==> src/rtl/memory_apb_pkg.sv <==
// Shared definitions for the APB3 register-memory slave: FSM encoding,
// wait-counter width and register-region decode helpers.
package memory_apb_pkg;

   localparam int CNT_BITS = 4;

   localparam logic [1:0] ST_IDLE = 2'd0;
   localparam logic [1:0] ST_WAIT = 2'd1;
   localparam logic [1:0] ST_DONE = 2'd2;

   typedef enum logic [1:0] {
      REG_RW   = 2'd0,
      REG_RO   = 2'd1,
      REG_NONE = 2'd2
   } region_t;

   function automatic int unsigned rw_end(input int unsigned rw_size);
      return rw_size;
   endfunction

   function automatic int unsigned ro_end(input int unsigned rw_size,
                                          input int unsigned ro_size);
      return rw_size + ro_size;
   endfunction

   function automatic int cnt_bits();
      return CNT_BITS;
   endfunction

   // Indices are register numbers, so the region follows from two bounds.
   function automatic region_t region_of(input int unsigned idx,
                                         input int unsigned rw_size,
                                         input int unsigned ro_size);
      if (idx < rw_end(rw_size))
         return REG_RW;
      else if (idx < ro_end(rw_size, ro_size))
         return REG_RO;
      else
         return REG_NONE;
   endfunction

endpackage

==> src/rtl/apb_wait_ctrl.sv <==
// APB3 transfer sequencer: IDLE -> (WAIT)* -> DONE with a programmable
// number of wait states, producing PREADY and the write-commit strobe.
module apb_wait_ctrl
   import memory_apb_pkg::*;
#(
   parameter int WAIT_STATES = 0
) (
   input  logic clk,
   input  logic rst_n,
   input  logic psel,
   input  logic penable,
   output logic pready,
   output logic load,
   output logic enter_done,
   output logic commit
);

   logic [1:0]          state_q;
   logic [1:0]          state_d;
   logic [CNT_BITS-1:0] cnt_q;
   logic [CNT_BITS-1:0] cnt_d;

   // NOTE: every output of this block gets a default first so no path leaves it unassigned, which would infer a latch.
   always_comb begin
      state_d = ST_IDLE;
      cnt_d   = cnt_q;
      load    = 1'b0;
      case (state_q)
         ST_IDLE: begin
            if (psel && !penable) begin
               load    = 1'b1;
               cnt_d   = CNT_BITS'(WAIT_STATES);
               state_d = (WAIT_STATES == 0) ? ST_DONE : ST_WAIT;
            end
         end
         ST_WAIT: begin
            // Dropping PSEL mid-transfer abandons it without a commit.
            if (!psel) begin
               cnt_d = '0;
            end else begin
               cnt_d   = cnt_q - CNT_BITS'(1);
               state_d = (cnt_q == CNT_BITS'(1)) ? ST_DONE : ST_WAIT;
            end
         end
         ST_DONE: cnt_d = '0;
         default: cnt_d = '0;
      endcase
   end

   assign enter_done = (state_d == ST_DONE);
   assign commit     = (state_q == ST_DONE) && psel && penable;

   // NOTE: state registers use non-blocking assignments so every flop samples pre-edge values regardless of statement order.
   always_ff @(posedge clk or negedge rst_n) begin
      if (!rst_n) begin
         state_q <= ST_IDLE;
         cnt_q   <= '0;
         pready  <= 1'b0;
      end else begin
         state_q <= state_d;
         cnt_q   <= cnt_d;
         pready  <= enter_done;
      end
   end

endmodule

==> src/rtl/memory_apb3_slave.sv <==
// APB3 slave exposing RW_SIZE read/write registers followed by RO_SIZE
// read-only inputs, with wait states, PSLVERR and per-register write strobes.
module memory_apb3_slave
   import memory_apb_pkg::*;
#(
   parameter int                   ADDR_BITS      = 8,
   parameter int                   DATA_BITS      = 32,
   parameter int                   RW_SIZE        = 8,
   parameter int                   RO_SIZE        = 8,
   parameter int                   WAIT_STATES    = 0,
   parameter logic [DATA_BITS-1:0] RW_RESET_VALUE = '0
) (
   input  logic                         clk,
   input  logic                         rst_n,
   output logic [RW_SIZE*DATA_BITS-1:0] mem_rw_values,
   output logic [RW_SIZE-1:0]           mem_rw_written,
   input  logic [RO_SIZE*DATA_BITS-1:0] mem_ro_values,
   input  logic [ADDR_BITS-1:0]         PADDR,
   input  logic                         PSEL,
   input  logic                         PENABLE,
   input  logic                         PWRITE,
   input  logic [DATA_BITS-1:0]         PWDATA,
   output logic [DATA_BITS-1:0]         PRDATA,
   output logic                         PREADY,
   output logic                         PSLVERR
);

   logic load;
   logic enter_done;
   logic commit;

   apb_wait_ctrl #(
      .WAIT_STATES (WAIT_STATES)
   ) u_wait_ctrl (
      .clk        (clk),
      .rst_n      (rst_n),
      .psel       (PSEL),
      .penable    (PENABLE),
      .pready     (PREADY),
      .load       (load),
      .enter_done (enter_done),
      .commit     (commit)
   );

   logic [ADDR_BITS-1:0] addr_q;
   logic                 write_q;
   logic [DATA_BITS-1:0] wdata_q;

   always_ff @(posedge clk or negedge rst_n) begin
      if (!rst_n) begin
         addr_q  <= '0;
         write_q <= 1'b0;
         wdata_q <= '0;
      end else if (load) begin
         addr_q  <= PADDR;
         write_q <= PWRITE;
         wdata_q <= PWDATA;
      end
   end

   // With no wait states DONE is entered on the setup edge itself, before
   // the latched request exists, so the response decodes the live bus then.
   logic [ADDR_BITS-1:0] addr_eff;
   logic                 write_eff;
   logic [31:0]          eff_idx;
   logic [31:0]          q_idx;
   region_t              region_eff;
   region_t              region_q;

   assign addr_eff   = load ? PADDR : addr_q;
   assign write_eff  = load ? PWRITE : write_q;
   assign eff_idx    = 32'(addr_eff);
   assign q_idx      = 32'(addr_q);
   assign region_eff = region_of(eff_idx, RW_SIZE, RO_SIZE);
   assign region_q   = region_of(q_idx, RW_SIZE, RO_SIZE);

   logic [DATA_BITS-1:0] rw_regs [RW_SIZE];
   logic [DATA_BITS-1:0] rd_data;
   logic                 rd_err;

   always_comb begin
      rd_data = '0;
      for (int i = 0; i < RW_SIZE; i++) begin
         if (eff_idx == 32'(i)) rd_data = rw_regs[i];
      end
      for (int i = 0; i < RO_SIZE; i++) begin
         if (eff_idx == 32'(RW_SIZE + i)) rd_data = mem_ro_values[i*DATA_BITS +: DATA_BITS];
      end
      if (write_eff) rd_data = '0;
   end

   assign rd_err = write_eff ? (region_eff != REG_RW) : (region_eff == REG_NONE);

   always_ff @(posedge clk or negedge rst_n) begin
      if (!rst_n) begin
         PRDATA  <= '0;
         PSLVERR <= 1'b0;
      end else if (enter_done) begin
         PRDATA  <= rd_data;
         PSLVERR <= rd_err;
      end
   end

   // NOTE: the register file drives mem_rw_values continuously, so it is built from flops and every entry is reset; a RAM could not be.
   always_ff @(posedge clk or negedge rst_n) begin
      if (!rst_n) begin
         for (int i = 0; i < RW_SIZE; i++) rw_regs[i] <= RW_RESET_VALUE;
         mem_rw_written <= '0;
      end else begin
         mem_rw_written <= '0;
         if (commit && write_q && (region_q == REG_RW)) begin
            for (int i = 0; i < RW_SIZE; i++) begin
               if (q_idx == 32'(i)) begin
                  rw_regs[i]        <= wdata_q;
                  mem_rw_written[i] <= 1'b1;
               end
            end
         end
      end
   end

   for (genvar g = 0; g < RW_SIZE; g++) begin : g_rw_out
      assign mem_rw_values[g*DATA_BITS +: DATA_BITS] = rw_regs[g];
   end

endmodule

==> config.mk <==
export PLATFORM = sky130hd
export DESIGN_NAME = memory_apb3_slave
export DESIGN_NICKNAME = d
export VERILOG_FILES = /design/src/rtl/memory_apb_pkg.sv /design/src/rtl/apb_wait_ctrl.sv /design/src/rtl/memory_apb3_slave.sv
export SDC_FILE = /design/constraint.sdc
export NUM_CORES = 1
export LEC_CHECK = 0
export CORE_AREA = 2 2 233 235
export DETAILED_ROUTE_END_ITERATION = 10
export DIE_AREA = 0 0 235 237
export PLACE_DENSITY_LB_ADDON = 0.15
export SLEW_MARGIN = 20
export SYNTH_ARGS = -nofsm -noshare
export SYNTH_HDL_FRONTEND = slang
export SYNTH_HIERARCHICAL = 1
export SYNTH_SLANG_ARGS = --single-unit
==> constraint.sdc <==
create_clock -name clk -period 6.14 [get_ports clk]
set_clock_uncertainty 0.1 [all_clocks]
set_input_delay 1.228 -clock clk [delete_from_list [all_inputs] [get_ports clk]]
set_output_delay 1.228 -clock clk [all_outputs]
set_load 0.05 [all_outputs]
# [Word level (Yosys, flattened, before mapping)]
# Index checks and enable logic that the tools add are counted.
[word_totals] reg_bits=345 inputBits=301 wordCells=111
[op_classes] n_addsub=1 order_cmp=4 n_eq_ne=28 mux=42 n_reduce_logical=19
[op_table] operator="32-bit 2-to-1 mux" n=17
[op_table] operator="8-bit by 3-bit equality test with 1-bit output (second input constant)" n=8
[op_table] operator="8-bit by 4-bit equality test with 1-bit output (second input constant)" n=8
[op_table] operator="32-bit zero test" n=2
[op_table] operator="8-bit by 2-bit equality test with 1-bit output (second input constant)" n=4
[op_table] operator="8-bit by 1-bit equality test with 1-bit output (second input constant)" n=2
[op_table] operator="8-bit by 4-bit < comparator with 1-bit output (second input constant)" n=2
[op_table] operator="8-bit by 5-bit < comparator with 1-bit output (second input constant)" n=2
[op_table] operator="8-bit 2-to-1 mux" n=2
[op_table] operator="2-bit AND reduction" n=8
[op_table] operator="2-bit 2-to-1 mux" n=7
[op_table] operator="1-bit 2-to-1 mux" n=12
[op_table] operator="4-bit 2-to-1 mux" n=2
[op_table] operator="4-bit case mux with 2 select lines" n=1
[op_table] operator="2-bit equality test (second input constant)" n=3
[op_table] operator="1-bit logical AND" n=5
[op_table] operator="4-bit by 1-bit equality test with 1-bit output (second input constant)" n=1
[op_table] operator="2-bit zero test" n=2
[op_table] operator="2-bit case mux with 2 select lines" n=1
[op_table] operator="4-bit by 1-bit subtractor with 4-bit output (second input constant)" n=1
[op_table] operator="2-bit by 1-bit equality test with 1-bit output (second input constant)" n=1
[op_table] operator="2-bit by 1-bit != test with 1-bit output (second input constant)" n=1
[op_table] operator="2-bit nonzero test" n=1
[op_table] operator="1-bit zero test" n=1

# [Longest topological paths before layout]
# Gate-level depths: netlist (run 1).
[depth] ltp_word=23 ltp_mapped=14 depth_no_buf=9

# [By module]
# Netlist (run 1), hierarchy kept.
[modules_own_cells] mod="memory_apb3_slave" n_inst=1 cells_each=1674 area_per_inst_um2=16628.4
[modules_own_cells] mod="apb_wait_ctrl" n_inst=1 cells_each=37 area_per_inst_um2=389.1

# [Worst setup path after synthesis (run 1)]
# OpenSTA, ideal clock, no wires.
[synth_timing] kind="in2reg" start="input port PSEL" end="register PRDATA[17]" setup_ns=0.124 t_arrival_ns=3.427 path_slack_ns=2.489 path_stages=12 path_cell_list="nand2b_1 nor3_2 buf_2 buf_2 nor3_1 nor2_2 nor3_2 buf_4 a222oi_1 nand3_1 o21a_1 o31a_1"
[synth_between] elab_chain_len=22 word_cells_on_any_way=42
[synth_lines] item="start: declaration" line_no="memory_apb3_slave.sv:19" source="input logic PSEL,"
[synth_lines] item="1-bit logical AND (*)" line_no="apb_wait_ctrl.sv:30" source="if (psel && !penable) begin"
[synth_lines] item="1-bit 2-to-1 mux (*)" line_no="apb_wait_ctrl.sv:30"
[synth_lines] item="1-bit 2-to-1 mux (*)" line_no="apb_wait_ctrl.sv:28" source="case (state_q)"
[synth_lines] item="via load" line_no="memory_apb3_slave.sv:28" source="logic load;"
[synth_lines] item="8-bit 2-to-1 mux" line_no="memory_apb3_slave.sv:70" source="assign addr_eff = load ? PADDR : addr_q;"
[synth_lines] item="32-bit zero test" line_no="memory_apb3_slave.sv:84" source="if (eff_idx == 32'(i)) rd_data = rw_regs[i];"
[synth_lines] item="32-bit 2-to-1 mux (8 in series)" line_no="memory_apb3_slave.sv:84"
[synth_lines] item="32-bit 2-to-1 mux (8 in series)" line_no="memory_apb3_slave.sv:87" source="if (eff_idx == 32'(RW_SIZE + i)) rd_data = mem_ro_values[i*DATA_BITS +: DATA_BITS];"
[synth_lines] item="32-bit 2-to-1 mux (*)" line_no="memory_apb3_slave.sv:89" source="if (write_eff) rd_data = '0;"
[synth_lines] item="end signal: assignment" line_no="memory_apb3_slave.sv:99" source="PRDATA <= rd_data;"
[synth_lines] item="end: declaration" line_no="memory_apb3_slave.sv:23" source="output logic [DATA_BITS-1:0] PRDATA,"
# Mark *: on every way through the listed nets, which the timed path passes. The rest lies on a longest branch.
# A chain may end at the register's enable or synchronous reset.

# [Final worst setup path (run 1)]
[layout_timing] start="input port PSEL" end="register PRDATA[20]"
# The elaborated chain is that of the path after synthesis.

==> metrics.md, run 1 <==
| Metric | Value |
|---|---|
| PostCTS Resize Cnt | 0 |
| Share of the cycle needed by the critical path after routing | 81.3% |
| Final hold viol count | 0 |
| Height of the die | 237 µm |
| Number of nets with antenna violations after detailed routing | 0 |
| Die Footprint | about 56000 µm² |
| Leakage Power | 11.2 nW |
| Number of cell rows | 85 |
| Post-synthesis async set-or-reset flop share | 100% |
| Yosys warns | 6 |
| Switching share of power | ~29% |
| Total vias in the final route | 17660 |
| Crit path max fanout | 29 |
| Peak clock frequency supported by timing | about 200 MHz |
| Clock-pin slew reported for the worst setup and hold paths after clock tree synthesis | 70 ps |
| Detailed-route wire length per cell | 33.2 µm |
| Critical path start-end classification | in -> reg |
| Flip-flop and latch area | 8630 µm² |
| Worst min-delay path category | reg -> reg |
| RSZ-0062 raised after global routing | no |
| Average cell area after synthesis | approximately 9.9 µm² |
| CP cell instances | clkdlybuf4s50_1, nand2b_1, nor3_4, buf_4, nor2_1, a32oi_2, nor3_4, buf_4, nor3_1, o221ai_1, nor4_1, o31a_1 |
| Total track usage | between 30% and 40% |
| Fraction of power consumed by combinational cells | 14.8% |
| Sw power | 0.00176 W |
| Crit-path max cell delay | 580 ps |
| Top area cells in the synthesized netlist | dfrtp_1 51%, mux2_2 11%, nand2_1 9.9% |
| First-pass GRT wire length | 139000 µm |
| CTS buffer count | between 40 and 50 |
| Via count normalized by instance count | 5.84 |
| Gate count after technology mapping | between 1500 and 2000 |
| Total I/O pin count | ~600 |
| Initial core utilization | 31.9% |
| Arrival time reported for the critical path endpoint | 5430 ps |
| CP startpoint kind | input port |
| Proportion of layout cells with a drive suffix above 1 | 15.3% |
| Part of the Yosys area used for sequential elements | 50.7% |
| Clock latency on the worst-skew pair | 590 ps |
| Die extent in x | between 200 and 250 µm |
| Cell at the slowest stage of the critical path | a32oi_2 |
| Result of the run | finished, final reports clean |
| Relative contribution of the clock network to total power | 43.8% |
| RePlAce Congestion | 0.986 |
| Minimum setup slack after placement | 739 ps |
| Min Clock Period, post-route | 4990 ps |
| Floorplan core area | 53300 µm² |
| Synthesized cell area | 17000 µm² |
| Internal power | 0.00438 W |
| Number of global-route vias before repair | 17263 |
| Remaining global-route overflow | 0 |
| Number of buffers added on ports | between 500 and 600 |
| Buffers inserted during post-CTS setup optimization | 0 |
| Sum Neg Setup Slack | 0 ps |
| Largest vdd supply drop | 164 µV |
| Number of maximum-capacitance violations | 0 |
| Syn_nets | roughly 2000 |
| Normalized max-slew margin | 34.7% |
| Data required time at the worst endpoint | 6580 ps |
| Areal power density over the cells | 242 nW/µm² |
| Area growth from synthesis to layout | 49.6% |
| Synth unique cells | 79 |
| Post-detailed-placement half-perimeter wirelength | 76000 µm |
| Clock root cell | clkbuf_16 |
| Final setup viols | 0 |
| Flops & latches, synth | roughly 350 |
| Hold path cells | 2 |
| Final Routed Wirelength | approximately 100000 µm |
| Filler cell count in the final layout | 4950 |
| Logic depth of the worst register-to-register path | 11 |
| DR pass1 iterations | 7 |
| Drt drc | 0 |
| Worst-case setup margin in the final layout | 1150 ps |
| Fraction of synthesized cell area taken by the top area cell type | 50.7% |
| Iteration-0 DRC count of the detailed router | ~2200 |
| CTS H-Tree Depth | 2 |
| Share of power burned in registers | 41.4% |
| Hold bufs inserted after CTS | 0 |
| Endpoint kind of the worst setup timing path | flop |
| Largest area contributor in the synthesized netlist | dfrtp_1 |
| Number of clock sinks | 345 |
| Number of enable-type register cells in the synthesized netlist | 0 |
| Final count of pins violating max slew | 0 |
| Clock tree from TritonCTS | built |
| Worst Tran Pin Value | 980 ps |
| Number of antenna violations at the first check in global routing | 21 |
| Ys flop type | dfrtp_1 |
| Largest net degree at the start of global routing | approximately 140 |
| Largest buffer count on any clock path | 3 |
| Net count of the finished layout | 2580 |
| Area of combinational cells with multiple inputs | 7810 µm² |
through the flow:
stage	instances	hold WS, ps	total power, W	area, µm²	utilization, %
after detailed placement	2930	374	0.00347	23900	44.9
after floorplan	1711	382	0.00293	17000	-
final	3022	407	0.00615	25500	47.8
after global routing	3020	425	0.00632	25400	47.8
after CTS	3004	394	0.00616	25400	47.7
after global placement	2930	384	0.00347	23900	44.9
cell usage in the layout, fill, tap and decap left out, types with 5 or more instances in the layout:
cell,netlist,layout
nand3_1,34,33
and2_1,5,5
a31oi_1,8,8
clkbuf_8,0,5
o221ai_1,20,20
clkinv_2,0,7
nand4_1,6,6
buf_12,0,5
diode_2,0,18
and4_1,6,6
mux2_2,166,166
nor3_4,6,15
a22oi_1,81,81
inv_1,12,10
nor2_1,64,63
a22o_1,14,14
o211ai_1,22,22
nor3_2,11,6
o31a_1,5,5
clkdlybuf4s50_1,0,597
a221oi_1,36,36
or3_1,5,5
nor3_1,17,13
o22ai_1,24,24
dfrtp_1,345,345
buf_4,3,65
a221o_1,11,11
clkbuf_16,0,41
nor4b_1,5,5
o21ai_1,5,6
nand2_1,449,447
bufinv_16,0,8
o21ai_0,36,35
a222oi_1,20,20
a211oi_1,11,11
a21oi_1,62,62
clkbuf_1,87,7
final timing paths:
check / from / to / slack, ps
max: PSEL / PRDATA[20]$_DFFE_PN0P_ / 1150
min: mem_rw_values[199]$_DFFE_PN0P_ / mem_rw_values[199]$_DFFE_PN0P_ / 410
max reg2reg: u_wait_ctrl/state_q[0]$_DFF_PN0_ / PRDATA[20]$_DFFE_PN0P_ / 1790
min reg2reg: mem_rw_values[199]$_DFFE_PN0P_ / mem_rw_values[199]$_DFFE_PN0P_ / 410
max in group asynchronous: rst_n / mem_rw_values[37]$_DFFE_PN0P_ / 3930
min in group asynchronous: rst_n / mem_rw_values[89]$_DFFE_PN0P_ / 640
cell families (layout without fill, tap and decap cells):
| family | after synthesis | in the layout | synth area share [%] |
|---|---|---|---|
| simple gates | 640 | 640 | 16.6 |
| compound gates | 396 | 396 | 17.2 |
| flops | 345 | 345 | 50.7 |
| mux | 169 | 169 | 11.2 |
| buf+inv | 158 | 755 | 4.02 |
| fa+ha+maj | 2 | 2 | 0.147 |
| xor+xnor | 1 | 1 | 0.0515 |
| other cells | 0 | 18 | 0 |
worst max-delay path: cells and delay by family:
family | cells | cell delay, ps
AND/OR/NAND/NOR | 6 | 1850
AO/OA/AOI/OAI | 3 | 1040
buffers and inverters | 3 | 1260
registers in the layout, summed over array words and instances, names as in the netlist:
register / cells
mem_rw_values: 256
PRDATA: 32
wdata_q: 32
addr_q: 8
mem_rw_written: 8
u_wait_ctrl/cnt_q: 4
u_wait_ctrl/state_q: 2
PSLVERR: 1
u_wait_ctrl/pready: 1
write_q: 1
per-layer routing:
layer / share of wire (%) / routed length (µm) / global-route usage (%) / vias to the layer above
li1: - / - / - / 7374
met1: 40 / 39900 / 45.5 / 8925
met2: 47 / 46700 / 55.6 / 1187
met3: 11 / 10700 / 10.8 / 168
met4: 3.1 / 3100 / 10.9 / 6
met5: 0.039 / 39 / 0 / -
synth_stat cells (12+ instances only):
cell,count
o21ai_0,36
inv_1,12
buf_1,14
o22ai_1,24
o211ai_1,22
a22oi_1,81
nor3_1,17
clkbuf_1,87
dfrtp_1,345
o221ai_1,20
a21oi_1,62
buf_2,37
a221oi_1,36
nand2_1,449
a22o_1,14
mux2_2,166
a222oi_1,20
nor2_1,64
nand3_1,34
area by class of cell:
type	count	share of cell area, %
sequential	345	33.9
multi-input combinational	1208	30.7
timing repair buffer	668	25.8
clock buffer	53	4.40
tap	696	3.42
clock inverter	21	1.34
inverter	13	0.192
antenna	18	0.177
power groups by stage:
stage          sequential [W]  combinational, W  clock [W]
2_1_floorplan         0.00258          0.000345          0
3_3_place_gp          0.00258          0.000891          0
4_1_cts               0.00254          0.000902    0.00272
5_1_grt               0.00255          0.000948    0.00282
6_report              0.00254          0.000910    0.00269
3_5_place_dp          0.00258          0.000897          0
(Power assumes the default switching activity.)
==> run 2, diff against run 1 <==
- clock period: 6.14 -> 5.1 ns (I/O delays scaled with it)
==> metrics.md, run 2 (synthesis gave the netlist of run 1 again) <==
| Metric | Value |
|---|---|
| Met3 Usage GRT | 7.81% |
| Endpoint kind of the worst setup timing path | flop |
| Final Routed Wirelength | 99900 µm |
| Final setup viols | 0 |
| Crit path max fanout | 25 |
| Post-DP Area | roughly 24000 µm² |
| Iteration-0 DRC count of the detailed router | 2100 |
| First-pass GRT wire length | 139000 µm |
| Number of cell rows | 85 |
| Total I/O pin count | 599 |
| Max reg flops | 256 |
| Remaining global-route overflow | 0 |
| Total vias in the final route | approximately 18000 |
| Number of buffers added on ports | approximately 600 |
| Clock latency on the worst-skew pair | between 500 and 600 ps |
| Final count of pins violating max slew | 0 |
| Net count of the finished layout | 2608 |
| CTS buffer count | 41 |
| Areal power density over the cells | 279 nW/µm² |
| Buffers inserted during post-CTS setup optimization | 0 |
| RePlAce Congestion | 0.974 |
| Final hold viol count | 0 |
| Hold path cells | 2 |
| Worst R2R Start | u_wait_ctrl/state_q[0]$_DFF_PN0_ |
| Finished Core Util | 48.0% |
| Worst Min Path Start | PRDATA[26]$_DFFE_PN0P_ |
| Min Clock Period, post-route | 4790 ps |
| DR pass1 iterations | 9 |
| Gr busiest metal | met2 |
| Number of maximum-capacitance violations | 0 |
| Die extent in x | 235 µm |
| Number of nets with antenna violations after detailed routing | 0 |
| CTS H-Tree Depth | 2 |
| Post-detailed-placement half-perimeter wirelength | 75600 µm |
| Worst Tran Pin Value | about 990 ps |
| Share of the cycle needed by the critical path after routing | 93.9% |
| Commonest cells after routing, fill and taps aside | 597 x clkdlybuf4s50_1, 447 x nand2_1, 345 x dfrtp_1 |
| Largest buffer count on any clock path | 3 |
| Die Footprint | 55700 µm² |
| Largest net degree at the start of global routing | 117 |
| Total track usage | 34.9% |
| Result of the run | finished, final reports clean |
| Normalized max-slew margin | 33.7% |
| CP startpoint kind | input port |
| Number of global-route vias before repair | 17442 |
| Detailed-route wire length per cell | 32.8 µm |
| Initial core utilization | 31.9% |
| Worst min-delay path category | reg -> reg |
| PostCTS Resize Cnt | 0 |
| Global-route met2 utilization | a little under three fifths |
| Flop2flop setup slack | 930 ps |
| R2r endpoint | PRDATA[31]$_DFFE_PN0P_ |
| Most common cell after layout, fill and taps aside | clkdlybuf4s50_1 |
| Height of the die | roughly 240 µm |
| Peak clock frequency supported by timing | ~210 MHz |
| Data required time at the worst endpoint | between 5000 and 6000 ps |
| Met1 Track Usage GR | 46.8% |
| Largest vdd supply drop | 206 µV |
| Clock-pin slew reported for the worst setup and hold paths after clock tree synthesis | 70 ps |
| RSZ-0062 raised after global routing | no |
| Floorplan core area | approximately 53000 µm² |
| Number of clock sinks | between 300 and 400 |
| Clock tree from TritonCTS | built |
| Final Hold Slack | ~410 ps |
| Hold bufs inserted after CTS | 0 |
| Arrival time reported for the critical path endpoint | 5110 ps |
| Number of antenna violations at the first check in global routing | 18 |
| Post-route standard cell area excluding fillers | between 20000 and 30000 µm² |
| Worst hold path endpoint | PRDATA[26]$_DFFE_PN0P_ |
| Drt drc | 0 |
| Area growth from synthesis to layout | 50.3% |
| Via count normalized by instance count | 5.76 |
| Critical path start-end classification | in -> reg |
| Logic depth of the worst register-to-register path | 13 |
| Proportion of layout cells with a drive suffix above 1 | 16.1% |
| Clock root cell | clkbuf_16 |
| Leakage Power | 11.3 nW |
==> run 2: changes by cell type in the layout (fill, tap and decap cells not counted) <==
cell / change
clkinv_2: +2
bufinv_16: -5
clkbuf_1: +3
buf_4: +24
clkbuf_8: +2
clkinv_4: -2
diode_2: -6
buf_12: +4
==> run 2: layer usage <==
layer | part of all wire, % | up-vias
met1 | 41 | 8919
met3 | 9.1 | 149
li1 | - | 7420
met4 | 3.4 | 8
met2 | 47 | 1034
met5 | 0.054 | -
==> run 2: power breakdown <==
group | switching [W] | internal (W)
logic | 0.000638 | 0.000481
clock network | 0.00123 | 0.00174
registers | 0.000211 | 0.00284
total | 0.00208 | 0.00507
==> run 2: worst max-delay path, stage by stage <==
cell and delay, ps:
clkdlybuf4s50_1 680, nand2b_1 170, nor3_4 220, buf_4 370, buf_4 400, nor2_1 130, a32oi_2 340, buf_4 240
nor3_2 120, buf_4 250, a222oi_1 310, nand3_1 120, nor3_1 510, o221ai_1 200
==> run 2: how the worst max path moves through the flow <==
stage	from	to	slack, ps
after floorplan	PSEL	PRDATA[17]$_DFFE_PN0P_	1660
after global placement	PSEL	PRDATA[11]$_DFFE_PN0P_	-70
after detailed placement	PSEL	PRDATA[31]$_DFFE_PN0P_	-140
after CTS	PSEL	PRDATA[31]$_DFFE_PN0P_	440
after global routing	PSEL	PRDATA[31]$_DFFE_PN0P_	210
final	PSEL	PRDATA[31]$_DFFE_PN0P_	310
==> run 2: stage by stage <==
step / setup slack [ps] / total power (W) / instances / TNS, ps
after global routing: 211 / 0.00736 / 3044 / 0
final: 312 / 0.00715 / 3044 / 0
after global placement: -66.9 / 0.00420 / 2958 / -133
after CTS: 436 / 0.00717 / 3032 / 0
after floorplan: 1660 / 0.00352 / 1711 / 0
after detailed placement: -137 / 0.00420 / 2958 / -248
==> run 2: area by class of cell <==
class | instances | area [µm²]
Clock inverter | 16 | 184
Antenna cell | 12 | 30.0
Clock buffer | 58 | 1160
Fill cell | 4938 | 27700
Multi-Input combinational cell | 1208 | 7810
Timing Repair Buffer | 696 | 6840
Sequential cell | 345 | 8630
Inverter | 13 | 48.8
Tap cell | 696 | 871
